$ cat src/rtl/snoop_bus_arbiter.sv
`default_nettype none
// ============================================================================
//  Module      : snoop_bus_arbiter
//  Description : Round-robin arbiter and transaction sequencer for a shared
//                MSI snoop bus and a single memory port. Grants one cache,
//                broadcasts its message for one cycle, runs the memory access
//                when the message needs one, then pulses done to the winner.
//  Revision    : 1.0 - initial release
// ============================================================================
module snoop_bus_arbiter #(
    parameter int NUM_CACHE   = 4,
    parameter int PROCBIT     = 2,
    parameter int ADDRESSBIT  = 16,
    parameter int MEM_TIMEOUT = 64
) (
    input  logic                             clk,
    input  logic                             rst,
    input  logic [NUM_CACHE-1:0]             req,
    input  logic [4*NUM_CACHE-1:0]           reqAction,
    input  logic [ADDRESSBIT*NUM_CACHE-1:0]  reqAddr,
    output logic [NUM_CACHE-1:0]             grant,
    output logic [NUM_CACHE-1:0]             done,
    output logic                             snoopValid,
    output logic [3:0]                       snoopAction,
    output logic [PROCBIT-1:0]               snoopProc,
    output logic [ADDRESSBIT-1:0]            snoopAddr,
    output logic                             memReq,
    output logic                             memRW,
    output logic [ADDRESSBIT-1:0]            memAddr,
    input  logic                             memAck,
    output logic                             busBusy,
    output logic                             timeoutErr
);

    localparam int                c_cnt_w    = (MEM_TIMEOUT > 1) ? $clog2(MEM_TIMEOUT) : 1;
    localparam logic [c_cnt_w-1:0] c_cnt_last = c_cnt_w'(MEM_TIMEOUT - 1);
    localparam logic [3:0]        c_readmiss  = 4'd1;
    localparam logic [3:0]        c_writemiss = 4'd2;
    localparam logic [3:0]        c_writeback = 4'd4;

    typedef enum logic [1:0] {
        S_IDLE  = 2'd0,
        S_BCAST = 2'd1,
        S_MEM   = 2'd2,
        S_DONE  = 2'd3
    } state_t;

    state_t                  state_q, state_d;
    logic [PROCBIT-1:0]      id_q, id_d;
    logic [PROCBIT-1:0]      last_q, last_d;
    logic [3:0]              act_q, act_d;
    logic [ADDRESSBIT-1:0]   addr_q, addr_d;
    logic [c_cnt_w-1:0]      cnt_q, cnt_d;
    logic                    tout_q, tout_d;

    // Registered outputs and their next values
    logic [NUM_CACHE-1:0]    grant_q, grant_d;
    logic [NUM_CACHE-1:0]    done_q, done_d;
    logic                    sv_q, sv_d;
    logic [3:0]              sact_q, sact_d;
    logic [PROCBIT-1:0]      sproc_q, sproc_d;
    logic [ADDRESSBIT-1:0]   saddr_q, saddr_d;
    logic                    mreq_q, mreq_d;
    logic                    mrw_q, mrw_d;
    logic [ADDRESSBIT-1:0]   maddr_q, maddr_d;
    logic                    busy_q, busy_d;

    logic [3:0]              w_act  [NUM_CACHE];
    logic [ADDRESSBIT-1:0]   w_addr [NUM_CACHE];
    logic                    w_sel_found;
    logic [PROCBIT-1:0]      w_sel_id;
    logic [PROCBIT-1:0]      w_scan;
    logic                    w_needs_mem;

    // Split the flat per-cache buses into indexable arrays.
    for (genvar i = 0; i < NUM_CACHE; i++) begin : g_unpack
        assign w_act[i]  = reqAction[4*i+3 : 4*i];
        assign w_addr[i] = reqAddr[ADDRESSBIT*i+ADDRESSBIT-1 : ADDRESSBIT*i];
    end

    assign w_needs_mem = (act_q == c_readmiss) || (act_q == c_writemiss) ||
                         (act_q == c_writeback);

    // Round-robin pick: first set request after the last winner, wrapping.
    always_comb begin
        w_sel_found = 1'b0;
        w_sel_id    = '0;
        w_scan      = '0;
        for (int k = 1; k <= NUM_CACHE; k++) begin
            w_scan = PROCBIT'((int'(last_q) + k) % NUM_CACHE);
            if (!w_sel_found && req[w_scan]) begin
                w_sel_found = 1'b1;
                w_sel_id    = w_scan;
            end
        end
    end

    // Next-state logic: sequencing plus the latched transaction and timeout.
    always_comb begin
        state_d = state_q;
        id_d    = id_q;
        act_d   = act_q;
        addr_d  = addr_q;
        last_d  = last_q;
        cnt_d   = cnt_q;
        tout_d  = tout_q;
        case (state_q)
            S_IDLE: begin
                if (w_sel_found) begin
                    id_d    = w_sel_id;
                    act_d   = w_act[w_sel_id];
                    addr_d  = w_addr[w_sel_id];
                    state_d = S_BCAST;
                end
            end
            S_BCAST: begin
                cnt_d   = '0;
                state_d = w_needs_mem ? S_MEM : S_DONE;
            end
            S_MEM: begin
                if (memAck) begin
                    state_d = S_DONE;
                end else if (cnt_q == c_cnt_last) begin
                    tout_d  = 1'b1;
                    state_d = S_DONE;
                end else begin
                    cnt_d = cnt_q + 1'b1;
                end
            end
            S_DONE: begin
                last_d  = id_q;
                state_d = S_IDLE;
            end
            default: state_d = S_IDLE;
        endcase
    end

    // Output decode from the upcoming state so every output is a flop.
    always_comb begin
        grant_d = '0;
        done_d  = '0;
        sv_d    = 1'b0;
        sact_d  = '0;
        sproc_d = '0;
        saddr_d = '0;
        mreq_d  = 1'b0;
        mrw_d   = 1'b0;
        maddr_d = '0;
        busy_d  = (state_d != S_IDLE);
        case (state_d)
            S_BCAST: begin
                grant_d[id_d] = 1'b1;
                sv_d          = 1'b1;
                sact_d        = act_d;
                sproc_d       = id_d;
                saddr_d       = addr_d;
            end
            S_MEM: begin
                grant_d[id_d] = 1'b1;
                mreq_d        = 1'b1;
                mrw_d         = (act_d == c_writeback);
                maddr_d       = addr_d;
            end
            S_DONE: begin
                grant_d[id_d] = 1'b1;
                done_d[id_d]  = 1'b1;
            end
            default: ;
        endcase
    end

    // State, transaction and output registers; reset aborts any transaction.
    always_ff @(posedge clk or posedge rst) begin
        if (rst) begin
            state_q <= S_IDLE;
            id_q    <= '0;
            last_q  <= PROCBIT'(NUM_CACHE - 1);
            act_q   <= '0;
            addr_q  <= '0;
            cnt_q   <= '0;
            tout_q  <= 1'b0;
            grant_q <= '0;
            done_q  <= '0;
            sv_q    <= 1'b0;
            sact_q  <= '0;
            sproc_q <= '0;
            saddr_q <= '0;
            mreq_q  <= 1'b0;
            mrw_q   <= 1'b0;
            maddr_q <= '0;
            busy_q  <= 1'b0;
        end else begin
            state_q <= state_d;
            id_q    <= id_d;
            last_q  <= last_d;
            act_q   <= act_d;
            addr_q  <= addr_d;
            cnt_q   <= cnt_d;
            tout_q  <= tout_d;
            grant_q <= grant_d;
            done_q  <= done_d;
            sv_q    <= sv_d;
            sact_q  <= sact_d;
            sproc_q <= sproc_d;
            saddr_q <= saddr_d;
            mreq_q  <= mreq_d;
            mrw_q   <= mrw_d;
            maddr_q <= maddr_d;
            busy_q  <= busy_d;
        end
    end

    assign grant       = grant_q;
    assign done        = done_q;
    assign snoopValid  = sv_q;
    assign snoopAction = sact_q;
    assign snoopProc   = sproc_q;
    assign snoopAddr   = saddr_q;
    assign memReq      = mreq_q;
    assign memRW       = mrw_q;
    assign memAddr     = maddr_q;
    assign busBusy     = busy_q;
    assign timeoutErr  = tout_q;

endmodule
`default_nettype wire

$ cat config.mk
export PLATFORM = sky130hd
export DESIGN_NAME = snoop_bus_arbiter
export DESIGN_NICKNAME = d
export VERILOG_FILES = /design/src/rtl/snoop_bus_arbiter.sv
export SDC_FILE = /design/constraint.sdc
export NUM_CORES = 1
export LEC_CHECK = 0
export CAP_MARGIN = 40
export CORE_MARGIN = 1
export CORE_UTILIZATION = 44
export CTS_BUF_LIST = sky130_fd_sc_hd__clkbuf_16
export DETAILED_ROUTE_END_ITERATION = 12
export HOLD_SLACK_MARGIN = 0.03
export PLACE_DENSITY = 0.8
export RECOVER_POWER = 100
export REMOVE_ABC_BUFFERS = 1
export SLEW_MARGIN = 40
export SYNTH_ARGS = -nofsm -noshare
export SYNTH_HDL_FRONTEND = slang
export SYNTH_SLANG_ARGS = --single-unit
$ cat constraint.sdc
create_clock -name clk -period 2.8 [get_ports clk]
set_clock_uncertainty 0.1 [all_clocks]
set_input_delay 0.28 -clock clk [delete_from_list [all_inputs] [get_ports clk]]
set_output_delay 0.28 -clock clk [all_outputs]
set_load 0.005 [all_outputs]
==> flow_summary_export.csv, run 1 <==
group,metric,value,unit
placement,dp_slack,363,ps
synthesis,syn_inst,329,
cts,cts_root_buf,"clkbuf_16",
cts,cts_tree,"done",
global_routing,grt_antenna_before_repair,0,
sta,finalMaxSlewViolations,0,
synthesis,synth-edff-count,0,
worst_setup_path,cp.required,2880,ps
hold_path,min_path_type,"in2async",
cts,clk_latency,330,ps
worst_setup_path,rr_worst_depth,5,
synthesis,ys_seq_elements,83,
synthesis,synth_most_common_cell,"dfrtp_1",
detailed_routing,vias,3236,
power_and_ir_drop,p_clk_share,20.9,%
worst_setup_path,start_kind,"input port",
status,status,"finished clean",
cts,cts_max_level,3,
finish,final_nets,555,
finish,fin_util,66.7,%
power_and_ir_drop,switching_power,1.88,mW
finish,syn_to_final_growth,47.4,%
synthesis,synth_area,3700,µm²
global_routing,first_global_vias,3150,
synthesis,yosysSeqAreaShare,56.2,%
die,fp.dieW,93.7,µm
die,die_y,93.7,µm
power_and_ir_drop,power-per-cell-area,956,nW/µm²
synthesis,ys.warnings.count,0,
cts,clock-sinks,83,
sta,hold_slack,310,ps
detailed_routing,wire_per_inst,16.4,µm
die,design.core.area,8180,µm²
power_and_ir_drop,p_int,3.33,mW
placement,dp_cells,561,
power_and_ir_drop,vdd_drop_max,461,µV
synthesis,async_flop_share,100,%
sta,fin_ws,418,ps
die,rows,33,
sta,fin_crit_sh,85.1,%
placement,post-dp-hpwl,6730,µm
job,max_cap_violations,0,
detailed_routing,first_pass_iters,4,
finish,nFillCells,638,
finish,drive_gt1_share,7.20,%
sta,hold_viol,0,
power_and_ir_drop,p_seq_share,36.2,%
cts,post-cts-setup-buffer-count,0,
cts,cts-resized-gates,0,
detailed_routing,drt_iter0_drc,139,
die,die-area,8780,µm²
power_and_ir_drop,p_comb_share,42.8,%
placement,io_buffers,137,
detailed_routing,drc,0,
synthesis,netlist-cell-type-count,44,
worst_setup_path,arrival,2460,ps
power_and_ir_drop,cellLeakagePower,2.56,nW
global_routing,grt_max_degree,74,
sta,finalSetupViolations,0,
sta,tightest_slew,948,ps
worst_setup_path,crit_fanout,25,
synthesis,synth_top_area_share,54.8,%
global_routing,grt-ovfl-total,0,
global_routing,grt_pass1_wl,15200,µm
sta,maxSlewHeadroom,36.8,%
worst_setup_path,cp-end-kind,"flop",
finish,diodes,0,
sta,fin_tns_setup,0,ps
synthesis,synthTopCellsByCount,"81 x dfrtp_1, 42 x mux2i_1, 28 x nand2_1, 28 x nor2_1, 21 x o22ai_1",
die,initial_core_util,45.2,%
cts,path_clk_slew,60,ps
global_routing,track_usage,22.8,%
sta,finalCriticalPeriod,2380,ps
detailed_routing,drtAntennaViolNets,0,
sta,fmax,420,MHz
synthesis,synth_ff_type,"dfrtp_1",
cts,postCtsHoldBufs,0,
die,ios,138,
finish,stdcell_count,577,
detailed_routing,viasPerCell,5.61,
synthesis,syn_avg_cell_area,11.2,µm²
placement,gp_congestion,0.797,
worst_setup_path,critPathKind,"in2reg",
detailed_routing,totalWireLength,9480,µm
cts,cts_buffer_depth,2,
synthesis,synthTopCellsByArea,"dfrtp_1 55%, mux2i_1 11%, o221ai_1 4.7%",
synthesis,synth_top_cell_by_area,"dfrtp_1",
power_and_ir_drop,swShare,36.1,%
sta,rsz0062_at_grt,"false",
cts,cts_made_buffers,9,
-- power by group through the flow --
stage	Clock, mW	Combinational (mW)	Sequential [mW]
final	1.09	2.23	1.89
after global routing	1.16	2.44	1.94
after CTS	1.10	2.38	1.90
after detailed placement	0	2.37	1.92
after global placement	0	2.29	1.90
after floorplan	0	1.24	1.90
-- sequential cells by signal, summed over array words and instances, names as in the netlist --
name / count
id_q: 2
cnt_q: 6
done: 4
last_q: 2
memReq: 1
grant: 4
busBusy: 1
act_q: 4
snoopProc: 2
snoopAddr: 16
snoopAction: 4
state_q: 2
memAddr: 16
timeoutErr: 1
memRW: 1
snoopValid: 1
addr_q: 16
-- worst paths after layout --
path	startpoint	endpoint	slack, ps
worst max register to register	last_q[1]$_DFFE_PP1N_	addr_q[5]$_DFF_PP0_	470
worst max-delay path	req[1]	addr_q[1]$_DFF_PP0_	420
max in group asynchronous	rst	memAddr[3]$_DFF_PP0_	970
worst min register to register	timeoutErr$_DFFE_PP0P_	timeoutErr$_DFFE_PP0P_	370
worst min-delay path	rst	cnt_q[0]$_DFFE_PP0P_	310
min in group clk	timeoutErr$_DFFE_PP0P_	timeoutErr$_DFFE_PP0P_	370
-- cell families (layout without fill, tap and decap cells) --
group           count (synthesis)  in the layout  share of synthesized area (%)
xor+xnor                        3              3                          0.711
simple gates                   92             92                           11.7
fa+ha+maj                       1              1                          0.338
flops                          83             83                           56.2
buf+inv                        31            174                           4.06
mux                            44             44                           12.0
compound gates                 75             75                           15.0
-- final cells by class --
| type | instances | area, µm² | share of cell area (%) |
|---|---|---|---|
| Clock buffer | 9 | 225 | 4.13 |
| Clock inverter | 7 | 52.6 | 0.964 |
| Inverter | 10 | 38.8 | 0.711 |
| Multi-Input combinational cell | 215 | 1480 | 27.1 |
| Sequential cell | 83 | 2080 | 38.1 |
| Tap cell | 105 | 131 | 2.41 |
| Timing Repair Buffer | 148 | 1450 | 26.6 |
-- layout by cell type, fill, tap and decap left out, types with 4 or more instances in the layout --
master / instances
a31oi_1: 13
dfrtp_1: 81
nand2b_1: 7
clkbuf_1: 4
o221ai_1: 20
nand2_1: 28
nand4_1: 16
o22ai_1: 21
inv_1: 9
clkdlybuf4s50_1: 84
buf_4: 4
dlygate4sd3_1: 53
clkbuf_16: 9
nor2_1: 28
mux2i_1: 42
-- routing by layer --
layer / routed length (µm) / track usage (%) / up-vias
met4: 231 / 10.5 / 0
li1: - / - / 1499
met3: 582 / 3.64 / 19
met2: 4960 / 39.4 / 131
met1: 3710 / 28.1 / 1587
met5: 0 / 0 / -
-- worst max-delay path, stage by stage --
cell and delay, ps:
dlygate4sd3_1 600, or4_1 570, nand2_1 210, a21o_1 130
clkbuf_2 430, o221ai_1 230
-- stage by stage --
stage / area (µm²) / power (mW)
after floorplan: 3590 / 3.15
after global placement: 5200 / 4.19
after detailed placement: 5200 / 4.29
after CTS: 5480 / 5.39
after global routing: 5450 / 5.55
final: 5450 / 5.21
No activity file was read; power rests on OpenSTA's default activity.
==> inputs of run 2 (changes only) <==
--- a/config.mk
+++ b/config.mk
@@ -7,11 +7,11 @@
 export LEC_CHECK = 0
 export CAP_MARGIN = 40
 export CORE_MARGIN = 1
-export CORE_UTILIZATION = 44
+export CORE_UTILIZATION = 48
 export CTS_BUF_LIST = sky130_fd_sc_hd__clkbuf_16
 export DETAILED_ROUTE_END_ITERATION = 12
 export HOLD_SLACK_MARGIN = 0.03
-export PLACE_DENSITY = 0.8
+export PLACE_DENSITY = 0.86
 export RECOVER_POWER = 100
 export REMOVE_ABC_BUFFERS = 1
 export SLEW_MARGIN = 40
==> constraint.sdc (replaced) <==
create_clock -name clk -period 3 [get_ports clk]
set_clock_uncertainty 0.1 [all_clocks]
set_input_delay 0.3 -clock clk [delete_from_list [all_inputs] [get_ports clk]]
set_output_delay 0.3 -clock clk [all_outputs]
set_load 0.005 [all_outputs]
==> run 2 against run 1 <==
The flow now finishes with violations (max-capacitance violations, max-slew violations). Sequential power is 6% lower. Largest power group unchanged. Largest cell class unchanged. Clock power is 5% lower. Count of clock-buffer cells in the layout stayed put. Setup slack worse by 7.9 ps. Die area is 8.2% lower. Sequential share of layout area is 0.053 points higher. Via count is 0.96% lower.
==> flow_summary_export.csv, run 2 (synthesized netlist as in run 1, its figures left out) <==
group,metric,value,unit
placement,post-dp-hpwl,6820,µm
finish,diodes,0,
sta,finalMaxSlewViolations,42,
die,rows,31,
finish,layout_common_cells,"84 x clkdlybuf4s50_1, 81 x dfrtp_1, 53 x dlygate4sd3_1",
status,status,"finished with violations",
power_and_ir_drop,power-per-cell-area,897,nW/µm²
cts,clock-sinks,83,
global_routing,grt_pass1_wl,15800,µm
die,die_y,89.8,µm
worst_setup_path,arrival,2730,ps
die,initial_core_util,50.2,%
cts,cts_made_buffers,9,
worst_setup_path,start_kind,"input port",
finish,final_nets,552,
finish,stdcell_count,568,
worst_setup_path,cp.required,3140,ps
cts,cts_max_level,3,
cts,postCtsHoldBufs,0,
cts,clk_latency,330,ps
worst_setup_path,r2r-start,"last_q[1]$_DFFE_PP1N_",
job,max_cap_violations,1,
cts,cts_root_buf,"clkbuf_16",
cts,post-cts-setup-buffer-count,0,
sta,tightest_slew,1820,ps
detailed_routing,drtAntennaViolNets,0,
detailed_routing,totalWireLength,9500,µm
placement,io_buffers,137,
sta,finalSetupViolations,0,
finish,drive_gt1_share,6.18,%
worst_setup_path,crit_fanout,20,
sta,finalCriticalPeriod,2590,ps
worst_setup_path,max_stage_delay,630,ps
detailed_routing,wire_per_inst,16.7,µm
worst_setup_path,critPathKind,"in2reg",
finish,layout_commonest_cell,"clkdlybuf4s50_1",
detailed_routing,drc,0,
worst_setup_path,crit_end,"addr_q[10]$_DFF_PP0_",
worst_setup_path,critPathSlowestCell,"nand3_1",
cts,path_clk_slew,60,ps
cts,cts_buffer_depth,2,
detailed_routing,vias,3205,
cts,cts_tree,"done",
sta,fin_crit_sh,86.3,%
placement,dp_cells,552,
die,design.core.area,7370,µm²
global_routing,first_global_vias,3242,
die,ios,138,
status,violations,"max-capacitance violations, max-slew violations",
worst_setup_path,worstPathCellList,"dlygate4sd3_1, and3_1, a31oi_1, nand3_1, clkbuf_1, o221ai_1",
global_routing,grt_max_degree,49,
detailed_routing,drt_iter0_drc,149,
worst_setup_path,reg2reg_to,"addr_q[10]$_DFF_PP0_",
die,die-area,8060,µm²
sta,rsz0062_at_grt,"false",
sta,hold_viol,0,
detailed_routing,first_pass_iters,5,
die,fp.dieW,89.8,µm
placement,gp_congestion,0.831,
worst_setup_path,cp-end-kind,"flop",
worst_setup_path,rr_worst_depth,5,
sta,fmax,386,MHz
detailed_routing,viasPerCell,5.64,
global_routing,grt_antenna_before_repair,0,
worst_setup_path,cp-startpoint,"req[1]",
power_and_ir_drop,cellLeakagePower,2.57,nW
sta,fin_tns_setup,0,ps
global_routing,grt-ovfl-total,0,
cts,cts-resized-gates,0,
global_routing,track_usage,25.0,%
power_and_ir_drop,vdd_drop_max,518,µV
sta,maxSlewHeadroom,-21.8,%
hold_path,min_path_type,"reg2reg",
worst_setup_path,reg2reg_slack,470,ps
finish,fin_util,73.9,%
finish,syn_to_final_growth,47.2,%
run 2: cell types whose count changed in the layout (fill, tap and decap cells not counted), sizes merged:
cell,before,now
clkbuf,15,12
inv,12,11
clkinvlp,4,3
clkinv,1,2
bufinv,0,1
run 2: power breakdown:
group | switching, mW | total (mW) | internal (mW)
combinational | 1.10 | 2.07 | 0.971
clock | 0.407 | 1.04 | 0.633
sequential | 0.211 | 1.77 | 1.56
total | 1.72 | 4.88 | 3.17
run 2: routing by layer:
layer  wire (µm)  GRT usage [%]  vias up
li1            -              -     1497
met1        3680           29.6     1538
met4         222           11.9        0
met2        4970           44.1      150
met3         626           4.23       20
met5           0              0        -
run 2: critical path: cells and delay by family:
family	cells	cell delay (ps)
and+or+nand+nor	2	800
buffers and inverters	2	1080
AOI/OAI and AO/OA	2	550
run 2: how the worst min path moves through the flow:
stage                           start                      to  slack, ps  depth (start not counted)
5_1_grt        timeoutErr$_DFFE_PP0P_  timeoutErr$_DFFE_PP0P_        400                          2
3_3_place_gp   timeoutErr$_DFFE_PP0P_  timeoutErr$_DFFE_PP0P_        350                          2
3_5_place_dp      addr_q[4]$_DFF_PP0_     addr_q[4]$_DFF_PP0_        370                          2
6_report       timeoutErr$_DFFE_PP0P_  timeoutErr$_DFFE_PP0P_        380                          2
2_1_floorplan                  memAck  timeoutErr$_DFFE_PP0P_        300                          1
4_1_cts                           rst    cnt_q[2]$_DFFE_PP0P_        310                          2
run 2: layout make-up:
type | count | area [µm²]
Clock buffer | 9 | 225
Sequential cell | 83 | 2080
Clock inverter | 7 | 61.3
Tap cell | 99 | 124
Multi-Input combinational cell | 215 | 1470
Timing Repair Buffer | 145 | 1450
Inverter | 10 | 38.8
Fill cell | 519 | 1930
run 2: stage by stage:
| stage | worst slack [ps] | area (µm²) | power (mW) | hold WS [ps] |
|---|---|---|---|---|
| floorplan | -93.3 | 3590 | 2.94 | 297 |
| global placement | 410 | 5170 | 3.89 | 349 |
| detailed placement | 315 | 5170 | 3.96 | 369 |
| CTS | 659 | 5460 | 5.03 | 310 |
| global route | 241 | 5440 | 5.19 | 405 |
| finish | 410 | 5440 | 4.88 | 380 |
==> inputs of run 3 (changes only) <==
--- a/config.mk
+++ b/config.mk
@@ -5,7 +5,6 @@
 export SDC_FILE = /design/constraint.sdc
 export NUM_CORES = 1
 export LEC_CHECK = 0
-export CAP_MARGIN = 40
 export CORE_MARGIN = 1
 export CORE_UTILIZATION = 48
 export CTS_BUF_LIST = sky130_fd_sc_hd__clkbuf_16
==> results of run 3 <==
The final DEF is identical to that of run 2; final timing and power are the same.
